<file path="config.mk">
export PLATFORM = sky130hd
export DESIGN_NAME = mux2t1_32
export DESIGN_NICKNAME = d
export VERILOG_FILES = /design/src/rtl/mux2t1_32_pkg.sv /design/src/rtl/mux2t1_32.sv
export SDC_FILE = /design/constraint.sdc
export NUM_CORES = 1
export LEC_CHECK = 0
export CORE_UTILIZATION = 30
export CTS_CLUSTER_DIAMETER = 50
export DETAILED_ROUTE_END_ITERATION = 8
export PLACE_DENSITY = 0.77
export SLEW_MARGIN = 20
export SYNTH_ARGS = -nofsm -noshare
export SYNTH_HDL_FRONTEND = slang
export SYNTH_SLANG_ARGS = --single-unit
</file>
<file path="constraint.sdc">
create_clock -name clk -period 1.2 [get_ports clk]
set_clock_uncertainty 0.1 [all_clocks]
set_input_delay 0.18 -clock clk [delete_from_list [all_inputs] [get_ports clk]]
set_output_delay 0.18 -clock clk [all_outputs]
set_load 0.05 [all_outputs]
</file>
<file path="src/rtl/mux2t1_32_pkg.sv">
// Shared datapath constants for the CPU word multiplexer.
package mux2t1_32_pkg;

    // Native datapath word width.
    localparam int unsigned DATA_WIDTH = 32;

endpackage : mux2t1_32_pkg

</file>
<file path="src/rtl/mux2t1_32.sv">
// 2-to-1 word multiplexer with a zero-latency combinational output plus a
// registered copy of the selected word, the registered select, and a one-cycle
// change pulse for timing-closed consumers and debug taps.
module mux2t1_32
    import mux2t1_32_pkg::*;
#(
    parameter int unsigned WIDTH = DATA_WIDTH
) (
    input  logic             clk,
    input  logic             rst,
    input  logic [WIDTH-1:0] I0,
    input  logic [WIDTH-1:0] I1,
    input  logic             sel,
    output logic [WIDTH-1:0] o,
    output logic [WIDTH-1:0] o_r,
    output logic             sel_r,
    output logic             chg
);

    logic [WIDTH-1:0] o_r_d;
    logic [WIDTH-1:0] o_r_q;
    logic             sel_r_d;
    logic             sel_r_q;
    logic             chg_d;
    logic             chg_q;

    // Ternary kept as a continuous assign so an unknown sel merges I0/I1
    // bitwise (X only where they differ) and o never depends on clk or rst.
    assign o = sel ? I1 : I0;

    // Next-state: capture the current selection and flag a change against
    // the value currently held in o_r.
    always_comb begin
        o_r_d   = o;
        sel_r_d = sel;
        chg_d   = (o != o_r_q);
    end

    // Registered copies, cleared immediately while rst is high.
    always_ff @(posedge clk or posedge rst) begin
        if (rst) begin
            o_r_q   <= '0;
            sel_r_q <= 1'b0;
            chg_q   <= 1'b0;
        end else begin
            o_r_q   <= o_r_d;
            sel_r_q <= sel_r_d;
            chg_q   <= chg_d;
        end
    end

    assign o_r   = o_r_q;
    assign sel_r = sel_r_q;
    assign chg   = chg_q;

endmodule : mux2t1_32

</file>
==> results.yml, run 1 <==
setup_path:
  worst-setup-path-type: "input port to flop"
  crit_fanout: 6
  worst_setup_path_end_kind: "flop"
  crit_required_ns: 1.25
  cp.arrival_ns: 1.87
  cp-start-kind: "input port"
timing:
  fin_crit_sh_pct: 152
  hold_viol_final: 0
  rsz0062_at_grt: "yes"
  max_slew_margin_pct: 79.5
  tightest_slew_ns: 0.306
  finalSetupViolCount: 64
  timing.final.max_slew_violations: 0
  fin_crit_ns: 1.82
  holdWs_ns: 0.0490
  max_freq_mhz: 548
  post-route-worst-setup-slack_ns: -0.624
logic_synthesis:
  yosys-top-cells-area: "dfrtp_1 (51%), mux2_4 (14%), xnor2_1 (12%)"
  yosysTopAreaCell: "dfrtp_1"
  ys_seq_area_share_pct: 51.2
  synth_cell_types: 12
  synth-seq-cells: 34
  ys_warn_count: 0
  synth_edf_count: 0
  async_flop_share_pct: 100
  synth_area_um2: 1660
  syn_inst: 114
  synthTopCellsByCount: "dfrtp_1 (34), xnor2_1 (22), mux2_4 (16)"
  syn-num-nets: 181
  synth_top_area_share_pct: 51.2
  syn_area_per_cell_um2: 14.6
  yosys_most_used_dff: "dfrtp_1"
  yosysMostFrequentCell: "dfrtp_1"
place:
  post_dp_cell_area_um2: 4210
  dp_cells: 382
  post-dp-hpwl_um: 5570
  gp_congestion: 0.752
  numPortBuffers: 132
die:
  die_x_um: 76.5
  die_h_um: 76.5
  start_util_pct: 31.7
  pin_count: 133
  coreArea_um2: 5240
  num_rows: 26
  dieArea_um2: 5840
routing:
  routed_wl_um: 13400
  first_iter_violations: 105
  final_antenna_net_count: 0
  wl_per_cell_um: 31.3
  vias_per_cell: 5.43
  drc_errors: 0
  vias: 2337
  dr.pass1.iters: 4
cells_and_area:
  area_growth_pct: 200
  instances_no_fill: 430
  fillers: 120
  fin_nets: 421
  fin_util_pct: 95.1
  fin_area_um2: 4980
  drive_gt1_share_pct: 63.4
clock_tree:
  insertion_delay_ns: 0.30
  cts.clk_slew.worst_paths_ns: 0.08
  cts_sinks: 34
  numCtsBuffers: 5
  cts_buffer_depth: 2
  cts_max_level: 2
  hold_buffers: 0
  cts_tree: "built"
  root_buffer: "clkbuf_8"
global_route:
  top_usage_layer: "met2"
  track_usage_pct: 37.5
  met3_usage_pct: 12.2
  antenna_found_initial: 2
  grt_util_met2_pct: 67.7
  grt_start_max_net_pins: 31
  grt.met1_usage_pct: 37.8
  grt_pass1_wl_um: 15800
  globalRouteOverflowTotal: 0
  grt_pass1_vias: 2545
job:
  maxCapViolations: 0
power:
  peakVddDrop_mv: 0.935
  p_leak_nw: 2.47
  powerDensity_nw_per_um2: 1020
hold_path:
  hold_path.class: "input port to async pin"
status:
  status: "finished, violations left"
  failed_checks: "negative setup slack"
-- power by group --
group / internal, mW / switching (mW)
Sequential: 1.23 / 0.117
Clock: 0.465 / 0.516
Combinational: 1.44 / 1.33
-- final timing paths --
| check | depth (start not counted) | slack [ns] | from | end |
|---|---|---|---|---|
| setup / recovery | 8 | -0.62 | sel | chg$_DFF_PP0_ |
| hold / removal | 2 | 0.05 | rst | o_r[27]$_DFF_PP0_ |
| setup reg to reg | 4 | -0.50 | o_r[12]$_DFF_PP0_ | chg$_DFF_PP0_ |
| hold reg to reg | 4 | 0.66 | o_r[9]$_DFF_PP0_ | chg$_DFF_PP0_ |
| max in group asynchronous | 3 | 0.49 | rst | o_r[22]$_DFF_PP0_ |
| min in group clk | 3 | 0.20 | I1[18] | o_r[18]$_DFF_PP0_ |
-- layout make-up --
class | instances | area, µm² | area share [%]
diodes | 5 | 12.5 | 0.251
clock buffers | 7 | 86.3 | 1.73
clock inverters | 1 | 5.00 | 0.100
inverters | 1 | 3.75 | 0.0754
multi-input cells | 75 | 913 | 18.3
flip-flops and latches | 34 | 853 | 17.1
well taps | 70 | 87.6 | 1.76
repair buffers | 237 | 3020 | 60.6
-- worst max-delay path, stage by stage --
cell	delay (ns)
buf_12	0.12
buf_4	0.14
buf_8	0.12
mux2_4	0.33
xnor2_1	0.26
nand4_1	0.20
nor4_2	0.35
nand4_1	0.16
-- cell families after synthesis --
logic type                synth area share (%)
DFF                                       51.2
xor gates and xnor gates                  16.9
muxes                                     25.3
and+or+nand+nor                           3.99
buffers and inverters                     2.71
-- state kept, by name, summed over array words and instances (netlist names) --
| name | cells |
|---|---|
| chg | 1 |
| sel_r | 1 |
| o_r | 32 |
-- per-layer routing --
metal | up-vias | share of wire, %
met3 | 98 | 8.8
met2 | 215 | 49
met1 | 1148 | 33
met5 | - | 0
li1 | 876 | -
met4 | 0 | 8.4
-- cell usage in the layout (no fill, tap or decap), types with 2 or more instances in the layout --
cell / count
buf_6: 72
buf_12: 64
dlygate4sd2_1: 47
mux2_4: 32
dfrtp_1: 32
buf_4: 30
xnor2_1: 13
xor2_1: 10
clkdlybuf4s50_1: 10
xnor2_2: 9
dlymetal6s2s_1: 8
nand4_1: 6
clkbuf_8: 6
buf_8: 6
diode_2: 5
nor4_2: 3
dfrtp_2: 2
-- metrics by stage --
stage               setup WS (ns)  setup TNS [ns]  total power, mW
detailed placement         -0.856          -14.78             3.62
floorplan                  -0.461          -0.531             2.29
finish                     -0.624          -12.11             5.09
global placement           -0.755          -12.65             3.57
CTS                        -0.407           -8.42             4.76
global route               -0.654          -12.30             5.16
-- what timing repair did --
action,in CTS,in global routing
gates resized for setup,144,39
endpoints found under the hold margin,0,0
pin swaps,6,6
buffers inserted,36,25
cloned,0,0
endpoints found under the setup margin,63,63
(Power assumes the default switching activity.)
==> run 2: changes to the inputs <==
CORE_UTILIZATION = 25   (was 30)
CTS_BUF_LIST = sky130_fd_sc_hd__clkbuf_16   (was not set)
PLACE_DENSITY = 0.66   (was 0.77)
SKIP_LAST_GASP = 1   (was not set)
==> run 2 against run 1 <==
Against the previous run:
- the run still ends with negative setup slack left
- hold slack better by 0.046 ns
- fmax up 16%
- combinational power down 13%
- clock-buffer cell count down 2
- global-route usage down 19 points
- clock power up 42%
- sequential share of layout area up 0.64 points
- die area up 19%
- largest cell class unchanged
==> results.yml, run 2 (synthesis gave the netlist of run 1 again) <==
die:
  pin_count: 133
  dieArea_um2: 6980
  coreArea_um2: 6390
  num_rows: 29
  start_util_pct: 26.0
  die_x_um: 83.6
  die_h_um: 83.6
power:
  finalPower_mw: 5.12
  powerDensity_nw_per_um2: 1070
  peakVddDrop_mv: 0.749
  p_leak_nw: 2.34
global_route:
  top_usage_layer: "met2"
  grt_pass1_wl_um: 9910
  antenna_found_initial: 0
  met3_usage_pct: 4.25
  grt_start_max_net_pins: 22
  globalRouteOverflowTotal: 0
  grt.met1_usage_pct: 19.6
  grt_util_met2_pct: 35.5
  grt_pass1_vias: 2043
  track_usage_pct: 18.3
clock_tree:
  cts_sinks: 34
  cts_max_level: 2
  insertion_delay_ns: 0.27
  cts_tree: "built"
  numCtsBuffers: 5
  root_buffer: "clkbuf_16"
  cts.clk_slew.worst_paths_ns: 0.05
  hold_buffers: 0
  cts_buffer_depth: 2
setup_path:
  crit_end: "chg$_DFF_PP0_"
  crit_start: "sel"
  crit_required_ns: 1.24
  r2r-start: "o_r[24]$_DFF_PP0_"
  r2r-end: "chg$_DFF_PP0_"
  rr_worst_depth: 5
  cp-start-kind: "input port"
  cp.arrival_ns: 1.60
  worst-setup-path-type: "input port to flop"
  crit_fanout: 6
  worst_setup_path_end_kind: "flop"
  r2r_slack_ns: -0.21
routing:
  first_iter_violations: 28
  vias_per_cell: 4.30
  routed_wl_um: 6110
  wl_per_cell_um: 14.8
  dr.pass1.iters: 3
  drc_errors: 0
  final_antenna_net_count: 0
  vias: 1772
cells_and_area:
  area_growth_pct: 188
  fin_nets: 401
  layout_common_cells: "buf_6 (62), buf_12 (38), dfrtp_1 (34), dlygate4sd2_1 (34), mux2_4 (32)"
  drive_gt1_share_pct: 60.9
  fin_util_pct: 75.0
  final_common_cell: "buf_6"
  largest_register_ffs: 32
  n_antenna_cell: 0
hold_path:
  hold_path.class: "input port to flop"
  whs_path_depth: 2
place:
  numPortBuffers: 132
  gp_congestion: 0.709
  place_ws_ns: -0.756
  post-dp-hpwl_um: 4430
timing:
  rsz0062_at_grt: "yes"
  max_freq_mhz: 639
  timing.final.max_slew_violations: 0
  holdWs_ns: 0.0949
  tightest_slew_ns: 0.303
  fin_crit_sh_pct: 131
  post-route-worst-setup-slack_ns: -0.366
  max_slew_margin_pct: 79.6
  fin_crit_ns: 1.57
  fin_tns_setup_ns: -6.17
  hold_viol_final: 0
  finalSetupViolCount: 58
job:
  maxCapViolations: 0
status:
  failed_checks: "negative setup slack"
  status: "finished, violations left"
## run 2: cell count changes in the layout (fill, tap and decap cells not counted), sizes merged, moves of 2 or more
cell / change
clkdlybuf4s50: +15
clkbuf: -2
dlygate4sd2: -13
dlymetal6s2s: -2
diode: -5
inv: +2
buf: -20
## run 2: routing by layer
metal,vias to the layer above,share of wire (%),wire length (µm)
met3,4,5.5,334
met1,857,36,2220
li1,840,-,-
met2,71,58,3520
met5,-,0,0
met4,0,0.67,41
## run 2: timing repair
action / CTS / global route
hold endpoints to repair: 0 / 0
resized for setup: 183 / 23
gates cloned: 2 / 0
buffers inserted: 17 / 20
pin swaps: 12 / 0
setup endpoints to repair: 61 / 61
## run 2: power by group
group | internal (mW) | switching [mW]
sequential | 1.23 | 0.0872
combinational | 1.32 | 1.09
clock | 0.962 | 0.427
## run 2: area by class of cell
cell class                      count  area (µm²)
Clock buffer                        5         125
Sequential cell                    34         851
Tap cell                           77        96.3
Inverter                            1        3.75
Fill cell                         414        1600
Clock inverter                      3        37.5
Multi-Input combinational cell     75         928
Timing Repair Buffer              217        2750
## run 2: how the worst min path moves through the flow
stage | startpoint | to | slack (ns)
final | sel | sel_r$_DFF_PP0_ | 0.09
after global routing | sel | sel_r$_DFF_PP0_ | 0.09
after CTS | sel | sel_r$_DFF_PP0_ | 0.08
after detailed placement | rst | o_r[10]$_DFF_PP0_ | 0.44
after global placement | rst | o_r[10]$_DFF_PP0_ | 0.42
after floorplan | sel | sel_r$_DFF_PP0_ | 0.11
## run 2: critical path, stage by stage
cell and delay, ns:
buf_12 0.12, buf_12 0.14, buf_12 0.12, mux2_4 0.32
xnor2_2 0.14, nand4_1 0.13, nor4_2 0.24, buf_4 0.15
nand4_1 0.06
## run 2: through the flow
stage	cells	area, µm²
CTS	409	4750
finish	412	4790
floorplan	114	1700
global placement	383	3840
global route	412	4790
detailed placement	383	3840
==> run 3: changes to the inputs <==
CORE_MARGIN = 4   (was not set)
==> run 3 against run 2 <==
Against the previous run:
- the run still ends with negative setup slack left
- die area up 15%
- clock-buffer cell count unchanged
- utilization rose by 1.3 points
- worst setup slack gained 0.033 ns
- sequential power about the same
- critical path type unchanged
- critical endpoint unchanged
- largest cell class unchanged
==> results.yml, run 3 (synthesis gave the netlist of run 1 again) <==
status:
  status: "finished, violations left"
  failed_checks: "negative setup slack"
die:
  die_x_um: 89.6
  die_h_um: 89.6
  pin_count: 133
  dieArea_um2: 8020
  start_util_pct: 26.0
  coreArea_um2: 6390
  num_rows: 29
cells_and_area:
  n_antenna_cell: 0
  layout_common_cells: "buf_6 (66), buf_12 (50), dlygate4sd2_1 (49)"
  final_common_cell: "buf_6"
  largest_register_ffs: 32
  area_growth_pct: 193
  instances_no_fill: 416
  fillers: 403
  drive_gt1_share_pct: 61.9
  fin_nets: 405
routing:
  vias_per_cell: 4.30
  wl_per_cell_um: 16.0
  routed_wl_um: 6640
  first_iter_violations: 27
  dr.pass1.iters: 4
  final_antenna_net_count: 0
  drc_errors: 0
  vias: 1788
setup_path:
  crit_fanout: 5
  worst_setup_path_end_kind: "flop"
  crit_required_ns: 1.23
  worst-setup-path-type: "input port to flop"
  cp.arrival_ns: 1.56
  cp-start-kind: "input port"
hold_path:
  hold_path.class: "input port to flop"
timing:
  hold_viol_final: 0
  rsz0062_at_grt: "yes"
  timing.final.max_slew_violations: 0
  max_slew_margin_pct: 80.7
  tightest_slew_ns: 0.289
  fin_tns_setup_ns: -5.93
  finalSetupViolCount: 62
  post-route-worst-setup-slack_ns: -0.333
  fin_crit_ns: 1.53
  max_freq_mhz: 652
  fin_crit_sh_pct: 128
power:
  powerDensity_nw_per_um2: 1020
  peakVddDrop_mv: 0.670
  finalPower_mw: 4.99
  p_leak_nw: 2.39
global_route:
  grt.met1_usage_pct: 16.7
  top_usage_layer: "met2"
  grt_pass1_vias: 2020
  grt_start_max_net_pins: 22
  met3_usage_pct: 6.36
  track_usage_pct: 16.5
  grt_pass1_wl_um: 9930
  antenna_found_initial: 0
  grt_util_met2_pct: 31.3
  globalRouteOverflowTotal: 0
clock_tree:
  cts.clk_slew.worst_paths_ns: 0.05
  cts_tree: "built"
  insertion_delay_ns: 0.27
  hold_buffers: 0
  numCtsBuffers: 5
  cts_sinks: 34
  cts_max_level: 2
  root_buffer: "clkbuf_16"
  cts_buffer_depth: 2
place:
  gp_congestion: 0.784
  numPortBuffers: 132
  post-dp-hpwl_um: 4860
  dp_cells: 384
job:
  maxCapViolations: 0
[run 3: changes by cell type in the layout (fill, tap and decap cells not counted), moves of 2 or more]
| cell | delta |
|---|---|
| buf_6 | +4 |
| clkinv_1 | +3 |
| buf_12 | +12 |
| buf_8 | -10 |
| clkdlybuf4s50_1 | -14 |
| inv_1 | -2 |
| xnor2_1 | -2 |
| xnor2_2 | +2 |
| dlygate4sd2_1 | +15 |
[run 3: report_power, final]
group          internal [mW]  leakage, nW  switching, mW
combinational           1.37         1.93           1.12
clock                  0.746       0.0663          0.435
sequential              1.23        0.393         0.0867
total                   3.35         2.39           1.64
[run 3: per-layer routing]
metal	share of wire, %	up-vias	routed length (µm)
li1	-	848	-
met1	33	849	2170
met2	57	81	3760
met3	9.0	10	595
met4	1.7	0	116
met5	0	-	0
[run 3: final cells by class]
class,instances,area (µm²),area share [%]
clock buffer,5,125,2.57
clock inverter,3,11.3,0.231
inverter,1,3.75,0.0771
multi-input combinational,75,958,19.7
sequential,34,851,17.5
tap,77,96.3,1.98
timing repair buffer,221,2820,58.0
[run 3: final timing paths]
check | from | endpoint | slack [ns] | cells after the start
hold / removal | I1[2] | o_r[2]$_DFF_PP0_ | 0.12 | 2
min in group asynchronous | rst | o_r[26]$_DFF_PP0_ | 0.14 | 3
max in group asynchronous | rst | chg$_DFF_PP0_ | 0.58 | 3
setup reg to reg | o_r[30]$_DFF_PP0_ | chg$_DFF_PP0_ | -0.19 | 4
setup / recovery | sel | chg$_DFF_PP0_ | -0.33 | 8
hold reg to reg | o_r[31]$_DFF_PP0_ | chg$_DFF_PP0_ | 0.61 | 4
[run 3: critical path, cell delays in order]
cell and delay, ns:
buf_12 0.12, buf_16 0.13, buf_8 0.12, mux2_4 0.32
xnor2_2 0.14, nand4_1 0.15, nor4_2 0.28, nand4_1 0.12
[run 3: stage by stage]
step | hold WS, ns | setup slack (ns) | utilization (%) | instance area (µm²)
after floorplan | 0.111 | -0.461 | - | 1700
after global placement | 0.417 | -0.880 | 62.6 | 4000
after detailed placement | 0.419 | -0.875 | 62.6 | 4000
after CTS | 0.130 | -0.337 | 74.5 | 4760
after global routing | 0.128 | -0.428 | 76.3 | 4870
final | 0.123 | -0.333 | 76.3 | 4870
[run 3: repair_timing]
action	CTS	global route
resized for setup	175	27
cloned	1	0
setup endpoints to repair	64	64
pin swaps	13	5
setup buffers	19	18
hold endpoints to repair	0	0
